### src/rtl/uart_bus_ctrl.sv
// Bus-side controller for the serial chip sharing the RAM1 data bus: strobes, RX prefetch FIFO and CPU stall.
// Define UART_ERR_CNT_EN to add the rx_wait_cnt port (entries into CPU_RD_WAIT, saturating).
`timescale 1ns/1ps

module uart_bus_ctrl #(
    parameter int FIFO_DEPTH = 4,
    parameter int RD_PULSE   = 2,
    parameter int WR_PULSE   = 2
) (
    input  logic        clk,
    input  logic        rst,
    input  logic        cpu_rd,
    input  logic        cpu_wr,
    input  logic [15:0] wr_data,
    output logic [15:0] rd_data,
    output logic        done,
    output logic        busy,
    output logic        rx_avail,
    output logic        tx_idle,
    input  logic [7:0]  bus_in,
    output logic [7:0]  bus_out,
    output logic        bus_oe,
    input  logic        data_ready,
    input  logic        tbre,
    input  logic        tsre,
    output logic        rdn,
    output logic        wrn
`ifdef UART_ERR_CNT_EN
    ,
    output logic [7:0]  rx_wait_cnt
`endif
);

    localparam int AW = (FIFO_DEPTH > 1) ? $clog2(FIFO_DEPTH) : 1;
    localparam logic [AW:0] FULL_CNT = (AW+1)'(FIFO_DEPTH);

    typedef enum logic [2:0] {
        IDLE,
        RD_STROBE,
        RD_CAPTURE,
        WR_SETUP,
        WR_STROBE,
        WR_TBRE,
        WR_TSRE,
        CPU_RD_WAIT
    } state_t;

    state_t        state;
    logic [7:0]    fifo_mem [FIFO_DEPTH];
    logic [AW-1:0] wr_ptr;
    logic [AW-1:0] rd_ptr;
    logic [AW:0]   count;
    logic [7:0]    tx_byte;
    logic [7:0]    rx_byte;
    logic [7:0]    pulse_cnt;
    logic          pend_wr;
    logic          pend_rd;
    logic          rd_wait;
    logic          wr_active;
    logic          owned;
    logic          accept;
    logic          go_wr;
    logic          go_rd;
    logic          fifo_full;
    logic          push;
    logic          pop;
    logic          unused_hi;

    // A request is "owned" from acceptance until its done cycle; requests that
    // arrive during a prefetch read are parked in pend_* until the bus is idle.
    assign wr_active = state inside {WR_SETUP, WR_STROBE, WR_TBRE, WR_TSRE};
    assign owned     = done | pend_wr | pend_rd | rd_wait | wr_active;
    assign accept    = (cpu_rd | cpu_wr) & ~owned;
    assign busy      = rst & (owned | cpu_rd | cpu_wr);
    assign go_wr     = pend_wr | (accept & cpu_wr);
    assign go_rd     = pend_rd | (accept & cpu_rd & ~cpu_wr);
    assign rx_avail  = (count != '0);
    assign fifo_full = (count == FULL_CNT);
    assign tx_idle   = ~wr_active;
    assign push      = (state == RD_CAPTURE) & ~rd_wait;
    assign pop       = (state == IDLE) & ~go_wr & go_rd & rx_avail;
    assign unused_hi = ^wr_data[15:8];

    always_ff @(posedge clk) begin
        if (push) fifo_mem[wr_ptr] <= rx_byte;
    end

    always_ff @(posedge clk or negedge rst) begin
        if (!rst) begin
            state     <= IDLE;
            rdn       <= 1'b1;
            wrn       <= 1'b1;
            bus_oe    <= 1'b0;
            bus_out   <= 8'h00;
            done      <= 1'b0;
            rd_data   <= 16'h0000;
            wr_ptr    <= '0;
            rd_ptr    <= '0;
            count     <= '0;
            tx_byte   <= 8'h00;
            rx_byte   <= 8'h00;
            pulse_cnt <= 8'h00;
            pend_wr   <= 1'b0;
            pend_rd   <= 1'b0;
            rd_wait   <= 1'b0;
`ifdef UART_ERR_CNT_EN
            rx_wait_cnt <= 8'h00;
`endif
        end else begin
            done <= 1'b0;
            if (accept && state != IDLE) begin
                pend_wr <= cpu_wr;
                pend_rd <= cpu_rd & ~cpu_wr;
            end
            if (accept && cpu_wr) tx_byte <= wr_data[7:0];
            if (push) begin
                wr_ptr <= wr_ptr + 1'b1;
                count  <= count + 1'b1;
            end
            if (pop) begin
                rd_ptr <= rd_ptr + 1'b1;
                count  <= count - 1'b1;
            end

            case (state)
                IDLE: begin
                    pend_wr <= 1'b0;
                    pend_rd <= 1'b0;
                    if (go_wr) begin
                        state   <= WR_SETUP;
                        bus_oe  <= 1'b1;
                        bus_out <= pend_wr ? tx_byte : wr_data[7:0];
                    end else if (go_rd) begin
                        if (rx_avail) begin
                            rd_data <= {8'h00, fifo_mem[rd_ptr]};
                            done    <= 1'b1;
                        end else begin
                            state   <= CPU_RD_WAIT;
                            rd_wait <= 1'b1;
`ifdef UART_ERR_CNT_EN
                            if (rx_wait_cnt != 8'hFF) rx_wait_cnt <= rx_wait_cnt + 8'd1;
`endif
                        end
                    end else if (data_ready && !fifo_full) begin
                        state     <= RD_STROBE;
                        rdn       <= 1'b0;
                        pulse_cnt <= 8'h00;
                    end
                end
                // The byte is sampled on the same edge that releases rdn, while the chip still drives it.
                RD_STROBE: begin
                    if (pulse_cnt == 8'(RD_PULSE - 1)) begin
                        rdn     <= 1'b1;
                        rx_byte <= bus_in;
                        state   <= RD_CAPTURE;
                    end else begin
                        pulse_cnt <= pulse_cnt + 8'd1;
                    end
                end
                RD_CAPTURE: begin
                    if (rd_wait) begin
                        rd_data <= {8'h00, rx_byte};
                        done    <= 1'b1;
                        rd_wait <= 1'b0;
                    end
                    state <= IDLE;
                end
                CPU_RD_WAIT: begin
                    if (data_ready) begin
                        state     <= RD_STROBE;
                        rdn       <= 1'b0;
                        pulse_cnt <= 8'h00;
                    end
                end
                WR_SETUP: begin
                    state     <= WR_STROBE;
                    wrn       <= 1'b0;
                    pulse_cnt <= 8'h00;
                end
                WR_STROBE: begin
                    if (pulse_cnt == 8'(WR_PULSE - 1)) begin
                        wrn   <= 1'b1;
                        state <= WR_TBRE;
                    end else begin
                        pulse_cnt <= pulse_cnt + 8'd1;
                    end
                end
                // First WR_TBRE cycle is the data hold cycle after wrn rises.
                WR_TBRE: begin
                    bus_oe <= 1'b0;
                    if (tbre) state <= WR_TSRE;
                end
                WR_TSRE: begin
                    if (tsre) begin
                        done  <= 1'b1;
                        state <= IDLE;
                    end
                end
                default: state <= IDLE;
            endcase
        end
    end

endmodule

### config.mk
export PLATFORM = sky130hd
export DESIGN_NAME = uart_bus_ctrl
export DESIGN_NICKNAME = d
export VERILOG_FILES = /design/src/rtl/uart_bus_ctrl.sv
export SDC_FILE = /design/constraint.sdc
export NUM_CORES = 1
export LEC_CHECK = 0
export CELL_PAD_IN_SITES_DETAIL_PLACEMENT = 1
export CELL_PAD_IN_SITES_GLOBAL_PLACEMENT = 1
export CORE_UTILIZATION = 40
export DETAILED_ROUTE_END_ITERATION = 16
export HOLD_SLACK_MARGIN = 0.12
export PLACE_DENSITY_LB_ADDON = 0.05
export SYNTH_ARGS = -nofsm -noshare
export SYNTH_HDL_FRONTEND = slang
export SYNTH_SLANG_ARGS = --single-unit
### constraint.sdc
create_clock -name clk -period 2.7 [get_ports clk]
set_input_delay 0.405 -clock clk [delete_from_list [all_inputs] [get_ports clk]]
set_output_delay 0.405 -clock clk [all_outputs]
set_load 0.02 [all_outputs]
==> summary.md <==
| Metric | Value |
|---|---|
| Status | `finished clean` |
| First-pass GRT wire length | `14300 um` |
| Worst setup skew after layout | `0.00939 ns` |
| Worst vdd ir | `0.432 mV` |
| Largest area contributor in the netlist | `dfrtp_1` |
| IO Pins | `62` |
| Setup_tns | `0 ns` |
| HPWL after DPL | `5840 um` |
| Core area | `9910 sq um` |
| CTS Buffer Depth | `2` |
| CP cell instances | `a21boi_0 > nor2_1 > a41oi_1 > clkdlybuf4s50_1` |
| Power Dens Cells | `1120 nW/um^2` |
| Critical path class | `flop to output port` |
| ANT cells | `0` |
| Core Rows | `36` |
| Total congestion overflow | `0` |
| Root buf cell | `clkbuf_8` |
| Final Instance Area | `4940 sq um` |
| Primary FF master, synth | `dfrtp_1` |
| Final Hold Viols | `0` |
| Die width | `104 um` |
| Synthesis-to-finish area growth | `19.1%` |
| Synth Cell Area | `4150 sq um` |
| Die footprint | `10800 sq um` |
| Fillers | `1029` |
| CP Capture Type | `output port` |
| HP Class | `primary input to async pin` |
| Fin nets | `404` |
| Largest stage delay, worst path | `0.65 ns` |
| Seq/Total Area, Yosys | `57.6%` |
| Final number of setup-violating endpoints | `0` |
| Share of cells above drive strength 1 | `21.6%` |
| Die height | `104 um` |
| Number of global-route vias before repair | `2679` |
| Routability cong. | `0.741` |
| Highest clock rate | `396 MHz` |
| Multi-input logic area | `1610 sq um` |
| Dpl cell area | `4770 sq um` |
| Drt total wl | `8560 um` |
| Slew headroom | `50.0%` |
| Crit path max-delay family | `buffers and inverters` |
| Reg area | `2390 sq um` |
| Largest net degree at the start of global routing | `58` |
| Worst-path clk slew | `0.10 ns` |
| Main area contributors after synthesis | `dfrtp_1 (33%), edfxtp_1 (23%), mux2_2 (6.5%)` |
| Post-synth EDFFs | `32` |
| Synth top cells by count | `dfrtp_1 (55), edfxtp_1 (32), mux2_2 (24), nand2_1 (21), o21ai_0 (15)` |
| Data required time at the worst endpoint | `2.30 ns` |
| Sink Count | `89` |
| Setup bufs post-CTS | `0` |
| H-tree depth | `3` |
| Synth async-reset ratio | `64.0%` |
| Post-CTS Resized | `0` |
| Mean Syn Cell Area | `13.4 sq um` |
| Initial Util | `41.9%` |
| Slew @ Worst Pin | `0.749 ns` |
| Initial DRC count | `97` |
| Synth Instances | `310` |
| Period utilization | `93.6%` |
| Fin crit period | `2.53 ns` |
| Via count | `2570` |
| Final Max Tran Viols | `0` |
| Critical path buffers and inverters | `1` |
| Yosys cell types | `54` |
| IO Port Bufs | `45` |
| Max cap viols | `0` |
| Leakage power | `0.00200 uW` |
| CTS tree | `yes` |
| Crit path max fanout | `14` |
| Yosys synthesis warning count | `0` |
| FF+latch count, synth | `89` |
| Via density | `5.10` |
| Post-CTS Hold Buffers | `0` |
| Total iterations of the first detailed-routing run | `4` |
| DRC | `0` |
| Antenna violations before repair | `0` |
| Count leader, synth | `dfrtp_1` |
| Critical Path Slowest Stage Cell | `clkdlybuf4s50_1` |
| RSZ-0062 raised after global routing | `false` |
| Crit start category | `flop` |
| Gr usage total | `17.3%` |
| DRT antenna net count | `0` |
| Worst-Skew Late Latency | `0.37 ns` |
| CP Data Arrival Time | `2.12 ns` |
| Drt wl/cell | `17.0 um` |
| Total CTS buffers | `9` |
| Yosys top cell area share | `33.2%` |
## through the flow
stage	hold WS, ns	power [uW]	cells	worst slack, ns	utilization [%]
final	0.235	5540	504	0.173	49.9
after global routing	0.292	5950	504	0.0134	49.9
after CTS	0.253	5620	504	0.0613	49.8
after detailed placement	0.470	4770	488	0.137	48.1
after global placement	0.462	4700	488	0.121	48.1
after floorplan	0.109	3930	317	0.400	-
## kinds of logic (layout without fill, tap and decap cells)
| family | after synthesis | in the layout | share of synthesized area, % |
|---|---|---|---|
| other cells | 1 | 8 | 0.0904 |
| mux | 54 | 54 | 17.2 |
| compound gates | 45 | 45 | 7.15 |
| buf+inv | 35 | 89 | 4.25 |
| fa+ha+maj | 7 | 7 | 2.29 |
| xor+xnor | 7 | 7 | 1.48 |
| simple gates | 72 | 72 | 10.0 |
| flops | 89 | 89 | 57.6 |
## power by group
group | switching [uW] | total [uW] | internal (uW)
Sequential | 400 | 2330 | 1930
Combinational | 1160 | 2380 | 1210
Clock | 501 | 839 | 338
Total | 2060 | 5540 | 3480
## final cells by class
type | instances | area share [%]
Clock buffer | 10 | 2.58
Clock inverter | 6 | 0.861
Inverter | 14 | 1.06
Multi-Input combinational cell | 193 | 32.6
Sequential cell | 89 | 48.4
Tap cell | 133 | 3.37
Timing Repair Buffer | 59 | 11.1
## flip-flops by register name, summed over array words and instances (netlist names), 2 cells and up
signal / cells
fifo_mem: 32
bus_out: 8
pulse_cnt: 8
rd_data: 8
rx_byte: 8
tx_byte: 8
count: 3
state: 3
rd_ptr: 2
wr_ptr: 2
## metal layers
metal / part of all wire [%] / GRT usage (%)
met5: 0 / 0
met4: 1.9 / 7.35
met3: 3.9 / 3.88
met2: 45 / 26.1
met1: 49 / 24.1
## cell usage in the layout, fill, tap and decap left out, types with 2 or more instances in the layout
master	synthesis	layout
dfrtp_1	55	54
clkdlybuf4s50_1	0	44
edfxtp_1	32	32
mux2_2	24	24
nand2_1	21	21
o21ai_0	15	15
inv_1	14	14
buf_4	9	14
mux2i_1	13	13
nor2_1	11	11
clkbuf_8	0	9
mux4_2	8	8
mux2_4	8	8
conb_1	1	8
nand2b_1	7	7
a21oi_1	7	7
a31oi_1	6	6
xnor2_1	6	6
ha_1	6	6
nor3_1	5	5
and2_1	5	5
nor2b_1	4	4
and3_1	3	3
a41oi_1	3	3
nand3_1	3	3
nor3b_1	2	2
nor4_4	2	2
o22ai_1	2	2
nand4b_1	2	2
inv_6	0	2
dfstp_2	2	2
## final timing paths
| check | startpoint | slack (ns) | end | cells past startpoint |
|---|---|---|---|---|
| max reg2reg | pulse_cnt[1] | 0.45 | rx_byte[3] | 6 |
| max in group asynchronous | rst | 1.93 | state[2] | 2 |
| min | rst | 0.23 | rx_byte[6] | 2 |
| max | state[2] | 0.17 | busy | 4 |
| min reg2reg | bus_out[0] | 0.49 | bus_out[0] | 2 |
| min in group clk | bus_out[0] | 0.49 | bus_out[0] | 2 |
No activity file was read; power rests on OpenSTA's default activity.
